`src/rtl/csr_trap_seq_pkg.sv`:
```
// Shared definitions for the machine-mode trap/return sequencer:
// CSR addresses, mstatus field positions, state and selection encodings.
package csr_trap_seq_pkg;

  localparam logic [11:0] CSR_MSTATUS  = 12'h300;
  localparam logic [11:0] CSR_MEPC     = 12'h341;
  localparam logic [11:0] CSR_MCAUSE   = 12'h342;
  localparam logic [11:0] CSR_MBADADDR = 12'h343;

  localparam int unsigned MST_MIE    = 3;
  localparam int unsigned MST_MPIE   = 7;
  localparam int unsigned MST_MPP_LO = 11;
  localparam int unsigned MST_MPP_HI = 12;
  localparam int unsigned MST_SD     = 31;

  localparam logic [31:0] IRQ_CAUSE_MTI = 32'h8000_0007;

  typedef enum logic [2:0] {
    ST_IDLE     = 3'd0,
    ST_T_MEPC   = 3'd1,
    ST_T_MCAUSE = 3'd2,
    ST_T_TVAL   = 3'd3,
    ST_T_MST    = 3'd4,
    ST_M_MST    = 3'd5,
    ST_M_EPC    = 3'd6,
    ST_REDIR    = 3'd7
  } state_e;

  typedef enum logic [1:0] {
    SEL_NONE = 2'd0,
    SEL_EXC  = 2'd1,
    SEL_IRQ  = 2'd2,
    SEL_MRET = 2'd3
  } sel_e;

  function automatic logic [31:0] mstatus_on_trap(input logic [31:0] s);
    logic [31:0] r;
    r                        = s;
    r[MST_MPIE]              = s[MST_MIE];
    r[MST_MIE]               = 1'b0;
    r[MST_MPP_HI:MST_MPP_LO] = 2'b11;
    r[MST_SD]                = 1'b0;
    return r;
  endfunction

  function automatic logic [31:0] mstatus_on_mret(input logic [31:0] s);
    logic [31:0] r;
    r                        = s;
    r[MST_MIE]               = s[MST_MPIE];
    r[MST_MPIE]              = 1'b1;
    r[MST_MPP_HI:MST_MPP_LO] = 2'b11;
    r[MST_SD]                = 1'b0;
    return r;
  endfunction

endpackage

```
`src/rtl/csr_trap_seq_prio.sv`:
```
// Combinational request arbiter: exception > enabled timer interrupt > mret,
// producing the selected request kind and the mcause value to record.
module csr_trap_prio
  import csr_trap_seq_pkg::*;
#(
  parameter int unsigned       XLEN      = 32,
  parameter int unsigned       CAUSE_W   = 5,
  parameter logic [XLEN-1:0]   IRQ_CAUSE = IRQ_CAUSE_MTI
) (
  input  logic               exc_req,
  input  logic [CAUSE_W-1:0] exc_cause,
  input  logic               irq_pend,
  input  logic               mtie,
  input  logic               mret_req,
  output sel_e               sel,
  output logic [XLEN-1:0]    cause
);

  always_comb begin
    sel   = SEL_NONE;
    cause = '0;
    if (exc_req) begin
      sel                 = SEL_EXC;
      cause[CAUSE_W-1:0]  = exc_cause;
    end else if (irq_pend && mtie) begin
      sel   = SEL_IRQ;
      cause = IRQ_CAUSE;
    end else if (mret_req) begin
      sel = SEL_MRET;
    end
  end

endmodule

```
`src/rtl/csr_trap_seq.sv`:
```
// Trap/return sequencer: accepts one request in IDLE, then walks the CSR file's
// single write port and registered read port, ending with a one-cycle PC redirect.
module csr_trap_seq
  import csr_trap_seq_pkg::*;
#(
  parameter int unsigned     XLEN      = 32,
  parameter int unsigned     CAUSE_W   = 5,
  parameter logic [XLEN-1:0] IRQ_CAUSE = IRQ_CAUSE_MTI
) (
  input  logic               clk,
  input  logic               rst,
  input  logic               exc_req,
  input  logic [CAUSE_W-1:0] exc_cause,
  input  logic [XLEN-1:0]    exc_pc,
  input  logic [XLEN-1:0]    exc_tval,
  input  logic               irq_pend,
  input  logic               mtie,
  input  logic               mret_req,
  input  logic               freeze,
  input  logic [XLEN-1:0]    csr_mtvec,
  input  logic [XLEN-1:0]    csr_rddata,
  output logic               csr_wr_en,
  output logic [11:0]        csr_adr_wr,
  output logic [XLEN-1:0]    csr_wrdata,
  output logic [11:0]        csr_adr_rd,
  output logic               trap_ack,
  output logic               busy,
  output logic               pc_redirect,
  output logic [XLEN-1:0]    redirect_pc
);

  state_e          state_q, state_d;
  logic            mret_q;
  logic [XLEN-1:0] pc_q, tval_q, cause_q, epc_q;
  sel_e            sel;
  logic [XLEN-1:0] sel_cause;
  logic            accept;
  logic            wr_state;

  csr_trap_prio #(
    .XLEN      (XLEN),
    .CAUSE_W   (CAUSE_W),
    .IRQ_CAUSE (IRQ_CAUSE)
  ) u_prio (
    .exc_req   (exc_req),
    .exc_cause (exc_cause),
    .irq_pend  (irq_pend),
    .mtie      (mtie),
    .mret_req  (mret_req),
    .sel       (sel),
    .cause     (sel_cause)
  );

  // Accept is Mealy so trap_ack lands in the request cycle; gated by rst so reset forces it low.
  assign accept = rst && !freeze && (state_q == ST_IDLE) && (sel != SEL_NONE);

  always_comb begin
    state_d = state_q;
    unique case (state_q)
      ST_IDLE:     if (accept) state_d = (sel == SEL_MRET) ? ST_M_MST : ST_T_MEPC;
      ST_T_MEPC:   state_d = ST_T_MCAUSE;
      ST_T_MCAUSE: state_d = ST_T_TVAL;
      ST_T_TVAL:   state_d = ST_T_MST;
      ST_T_MST:    state_d = ST_REDIR;
      ST_M_MST:    state_d = ST_M_EPC;
      ST_M_EPC:    state_d = ST_REDIR;
      ST_REDIR:    state_d = ST_IDLE;
      default:     state_d = ST_IDLE;
    endcase
    if (freeze) state_d = state_q;
  end

  always_ff @(posedge clk or negedge rst) begin
    if (!rst) begin
      state_q <= ST_IDLE;
      mret_q  <= 1'b0;
      pc_q    <= '0;
      tval_q  <= '0;
      cause_q <= '0;
      epc_q   <= '0;
    end else begin
      state_q <= state_d;
      if (accept) begin
        mret_q  <= (sel == SEL_MRET);
        pc_q    <= exc_pc;
        tval_q  <= (sel == SEL_IRQ) ? '0 : exc_tval;
        cause_q <= sel_cause;
      end
      if (state_q == ST_M_EPC && !freeze) epc_q <= csr_rddata;
    end
  end

  // Read address is decoded from the held state, so a frozen read state keeps presenting it.
  always_comb begin
    wr_state    = 1'b0;
    csr_adr_wr  = '0;
    csr_wrdata  = '0;
    csr_adr_rd  = '0;
    pc_redirect = 1'b0;
    redirect_pc = '0;
    trap_ack    = accept;
    busy        = (state_q != ST_IDLE);
    unique case (state_q)
      ST_IDLE: if (rst && sel == SEL_MRET) csr_adr_rd = CSR_MSTATUS;
      ST_T_MEPC: begin
        wr_state   = 1'b1;
        csr_adr_wr = CSR_MEPC;
        csr_wrdata = pc_q;
      end
      ST_T_MCAUSE: begin
        wr_state   = 1'b1;
        csr_adr_wr = CSR_MCAUSE;
        csr_wrdata = cause_q;
      end
      ST_T_TVAL: begin
        wr_state   = 1'b1;
        csr_adr_wr = CSR_MBADADDR;
        csr_wrdata = tval_q;
        csr_adr_rd = CSR_MSTATUS;
      end
      ST_T_MST: begin
        wr_state   = 1'b1;
        csr_adr_wr = CSR_MSTATUS;
        csr_wrdata = mstatus_on_trap(csr_rddata);
      end
      ST_M_MST: begin
        wr_state   = 1'b1;
        csr_adr_wr = CSR_MSTATUS;
        csr_wrdata = mstatus_on_mret(csr_rddata);
        csr_adr_rd = CSR_MEPC;
      end
      ST_M_EPC: ;
      ST_REDIR: begin
        pc_redirect = !freeze;
        redirect_pc = mret_q ? epc_q : csr_mtvec;
      end
      default: ;
    endcase
    csr_wr_en = wr_state && !freeze;
  end

endmodule

```
`config.mk`:
```
export PLATFORM = sky130hd
export DESIGN_NAME = csr_trap_seq
export DESIGN_NICKNAME = d
export VERILOG_FILES = /design/src/rtl/csr_trap_seq_pkg.sv /design/src/rtl/csr_trap_seq_prio.sv /design/src/rtl/csr_trap_seq.sv
export SDC_FILE = /design/constraint.sdc
export NUM_CORES = 1
export LEC_CHECK = 0
export ABC_AREA = 1
export CAP_MARGIN = 20
export CORE_AREA = 5 5 126 128
export CTS_BUF_LIST = sky130_fd_sc_hd__clkbuf_16
export CTS_CLUSTER_DIAMETER = 50
export CTS_CLUSTER_SIZE = 28
export DETAILED_ROUTE_END_ITERATION = 16
export DIE_AREA = 0 0 131 133
export PLACE_DENSITY_LB_ADDON = 0.05
export SYNTH_ARGS = -nofsm -noshare
export SYNTH_HDL_FRONTEND = slang
export SYNTH_SLANG_ARGS = --single-unit
```
`constraint.sdc`:
```
create_clock -name clk -period 2.2 [get_ports clk]
set_clock_uncertainty 0.1 [all_clocks]
set_input_delay 0.44 -clock clk [delete_from_list [all_inputs] [get_ports clk]]
set_output_delay 0.44 -clock clk [all_outputs]
set_load 0.01 [all_outputs]
```
==> summary.txt <==
Outcome
  – Status: finished with violations
  – Failing checks: negative setup slack

Clock tree
  – Root Buffer: clkbuf_16
  – CTS sink cnt: 106
  – Maximum buffer depth of the clock tree: 2
  – Cts bufs inserted: 9
  – H-tree Lvls: 3
  – Clk Latency, worst-skew pair: 0.34 ns
  – CTS clk-pin slew, worst paths: 0.07 ns
  – CTS tree: yes

Power
  – PD cells: 1200 mW/mm^2
  – Static Leak: 0.00471 uW
  – Total power: 11000 uW
  – Peak VDD IR: 0.727 mV

Yosys
  – Cell variety after synth: 26
  – Most frequent cells after synthesis: nand2_1 (381), dfrtp_1 (106), inv_1 (42), a21oi_1 (36)
  – Yosys reg bits: 106
  – Area contributors post-synth: dfrtp_1 (46%), nand2_1 (25%), o21ai_2 (4.9%)
  – Cell area after synthesis: 0.00572 mm^2
  – Compound-Gate Fraction of Synth Area: 0.117
  – Number of flops mapped to enable cells by yosys: 0
  – Async SR Flop Fraction: 1.00
  – Top_reg_cell synth: dfrtp_1
  – Xor and xnor fraction of the mapped netlist area: 0
  – Cells after synthesis: 762
  – Post-synth top area cell: dfrtp_1
  – Synth Area in Adders: 0
  – Count leader, synth: nand2_1
  – Yosys Warn Count: 0
  – Avg Cell Area, Syn: 7.51 um^2
  – Sequential area share after synthesis: 0.464
  – Simple-gate share of the synthesized area: 0.306
  – Post-synthesis mux area share: 0
  – Largest family of logic cells by synthesized area: simple AND/OR/NAND/NOR gates
  – Share of the synthesized area in the top cell type: 0.464

Critical path
  – Worst Path Max Fanout: 7
  – Startpoint Class: flop
  – Largest incremental delay on the critical path: 0.44 ns
  – Reg2Reg Launch Point: state_q[0]$_DFFE_PN0P_
  – Critical path, cell by cell: buf_6, nor3_4, buf_6, buf_12, buf_6, nand2_2, nand3_2, buf_6
  – Critical Path Start: state_q[2]$_DFFE_PN0P_
  – Slowest CP cell: dfrtp_2
  – FF-to-FF setup slack: 0.24 ns
  – Worst Setup End Kind: primary output
  – CP required: 1.66 ns
  – Cell seen most often among critical-path stages: buf_6
  – Worst Setup Path Type: reg2out
  – Crit path DAT: 1.72 ns

Finish
  – ANT cells: 0
  – Multi-input logic area: 0.00294 mm^2
  – Nets: 1153
  – Area growth syn-to-layout: 60.3%
  – Register Area: 0.00266 mm^2
  – Layout cells sized above 1: 0.295
  – Fillers: 1361

Timing
  – # setup viols final: 23
  – Fmax achieved: 443 MHz
  – Final WS setup: -0.0574 ns
  – Final hold viol count: 0
  – Worst hold slack: 0.0753 ns
  – Worst Max-Slew Pin Slew: 0.818 ns
  – RSZ-0062 raised after global routing: true
  – Minimum clock period: 2.26 ns
  – Final Max Tran Viols: 0
  – Max_slew headroom: 0.455
  – Final period util: 1.03

Detailed routing
  – DR vias: 5723
  – Antenna Nets Post-Route: 0
  – Initial DRC Count: 360
  – Max Used Layer: met4
  – WL met3: 1200 um
  – DRT Pass-1 Iters: 5
  – Routed WL per cell: 15.7 um
  – DRC: 0
  – Routed Wire Length: 19000 um
  – Wl on met1: 8190 um
  – Via density per instance: 4.75
  – Routed length on met2: 9090 um

Global routing
  – First-pass GRT wire length: 28800 um
  – Vias in the first global route: 5624
  – Initial antenna violation count: 0
  – Remaining global-route overflow: 0
  – Global-route usage over all layers: 0.209
  – Pin count of the biggest net entering global routing: 77

Flow run
  – Max-cap violations: 0

Die
  – IO Pins: 232
  – Cell Rows: 45
  – Die Y: 133 um
  – Die Footprint: 0.0174 mm^2
  – Core ar.: 0.0148 mm^2
  – Die Span X: 131 um
  – Starting Density: 0.388

Placement
  – Input/output buffers: 216
  – Gpl congestion: 0.894
  – Final HPWL DP: 13100 um

Hold path
  – Min-Delay Path Class: in2async
[cell type report]
cell class | count | share of cell area
Clock buffer | 9 | 0.0246
Clock inverter | 6 | 0.00900
Inverter | 45 | 0.0190
Multi-Input combinational cell | 560 | 0.321
Sequential cell | 106 | 0.289
Tap cell | 188 | 0.0256
Timing Repair Buffer | 291 | 0.311
[what timing repair did]
item	CTS	global route
pin swaps	10	20
gates resized for setup	356	119
buffers inserted	14	9
cloned	4	6
hold buffers	0	0
hold endpoints to repair	0	0
setup endpoints to repair	77	71
[final timing paths]
kind | end | depth (start not counted)
min in group clk | pc_q[19]$_DFFE_PN0P_ | 2
worst min-delay path | tval_q[31]$_DFFE_PN0P_ | 2
worst min register to register | pc_q[19]$_DFFE_PN0P_ | 2
worst max register to register | tval_q[11]$_DFFE_PN0P_ | 10
max in group asynchronous | state_q[1]$_DFFE_PN0P_ | 3
worst max-delay path | csr_wrdata[29] | 8
[layer usage]
metal  track usage  vias to the layer above
li1              -                     2854
met2         0.329                      191
met4        0.0634                        0
met1         0.294                     2649
met3        0.0363                       29
met5             0                        -
[flip-flops by register name, indices dropped and copies added (netlist names)]
register	flops
epc_q	32
pc_q	32
tval_q	32
cause_q	6
state_q	3
mret_q	1
[power by group]
part | leakage, uW | internal (uW) | total (uW) | switching, uW
registers | 0.00133 | 2880 | 3430 | 549
clock network | 0.000151 | 985 | 1670 | 688
logic | 0.00323 | 2890 | 5900 | 3010
[critical path: cells and delay by family (launching register included)]
family,cells,cell delay [ns]
AND/OR/NAND/NOR,3,0.31
flip-flops,1,0.44
buffers and inverters,5,0.64
[layout by cell type (no fill, tap or decap), drive strengths merged]
cell           netlist  layout
nor2                10      10
nor3                 2       2
clkbuf              11      20
nand3               34      34
inv                 45      45
dfrtp              106     106
nand4                6       6
clkdlybuf4s50        0     138
clkinvlp             0       1
nand2              382     382
o21ai               74      74
a21oi               36      36
buf                 54     140
or2                  1       1
conb                 1      15
bufinv               0       2
dlygate4sd2          0       2
clkinv               0       3
[kinds of logic (layout without fill, tap and decap cells)]
family / after synthesis / count (layout)
simple gates: 435 / 435
compound gates: 110 / 110
buf+inv: 110 / 351
flops: 106 / 106
other cells: 1 / 15
[stage by stage]
step / util / setup WS [ns] / area [um^2] / TNS [ns] / cells
2_1_floorplan: - / 0.369 / 5770 / 0 / 776
3_3_place_gp: 0.554 / -0.255 / 8170 / -13.05 / 1164
3_5_place_dp: 0.554 / -0.261 / 8170 / -14.10 / 1164
4_1_cts: 0.585 / -0.178 / 8630 / -1.72 / 1196
5_1_grt: 0.622 / -0.128 / 9170 / -4.03 / 1205
6_report: 0.622 / -0.0574 / 9170 / -0.599 / 1205
No activity file was read; power rests on OpenSTA's default activity.
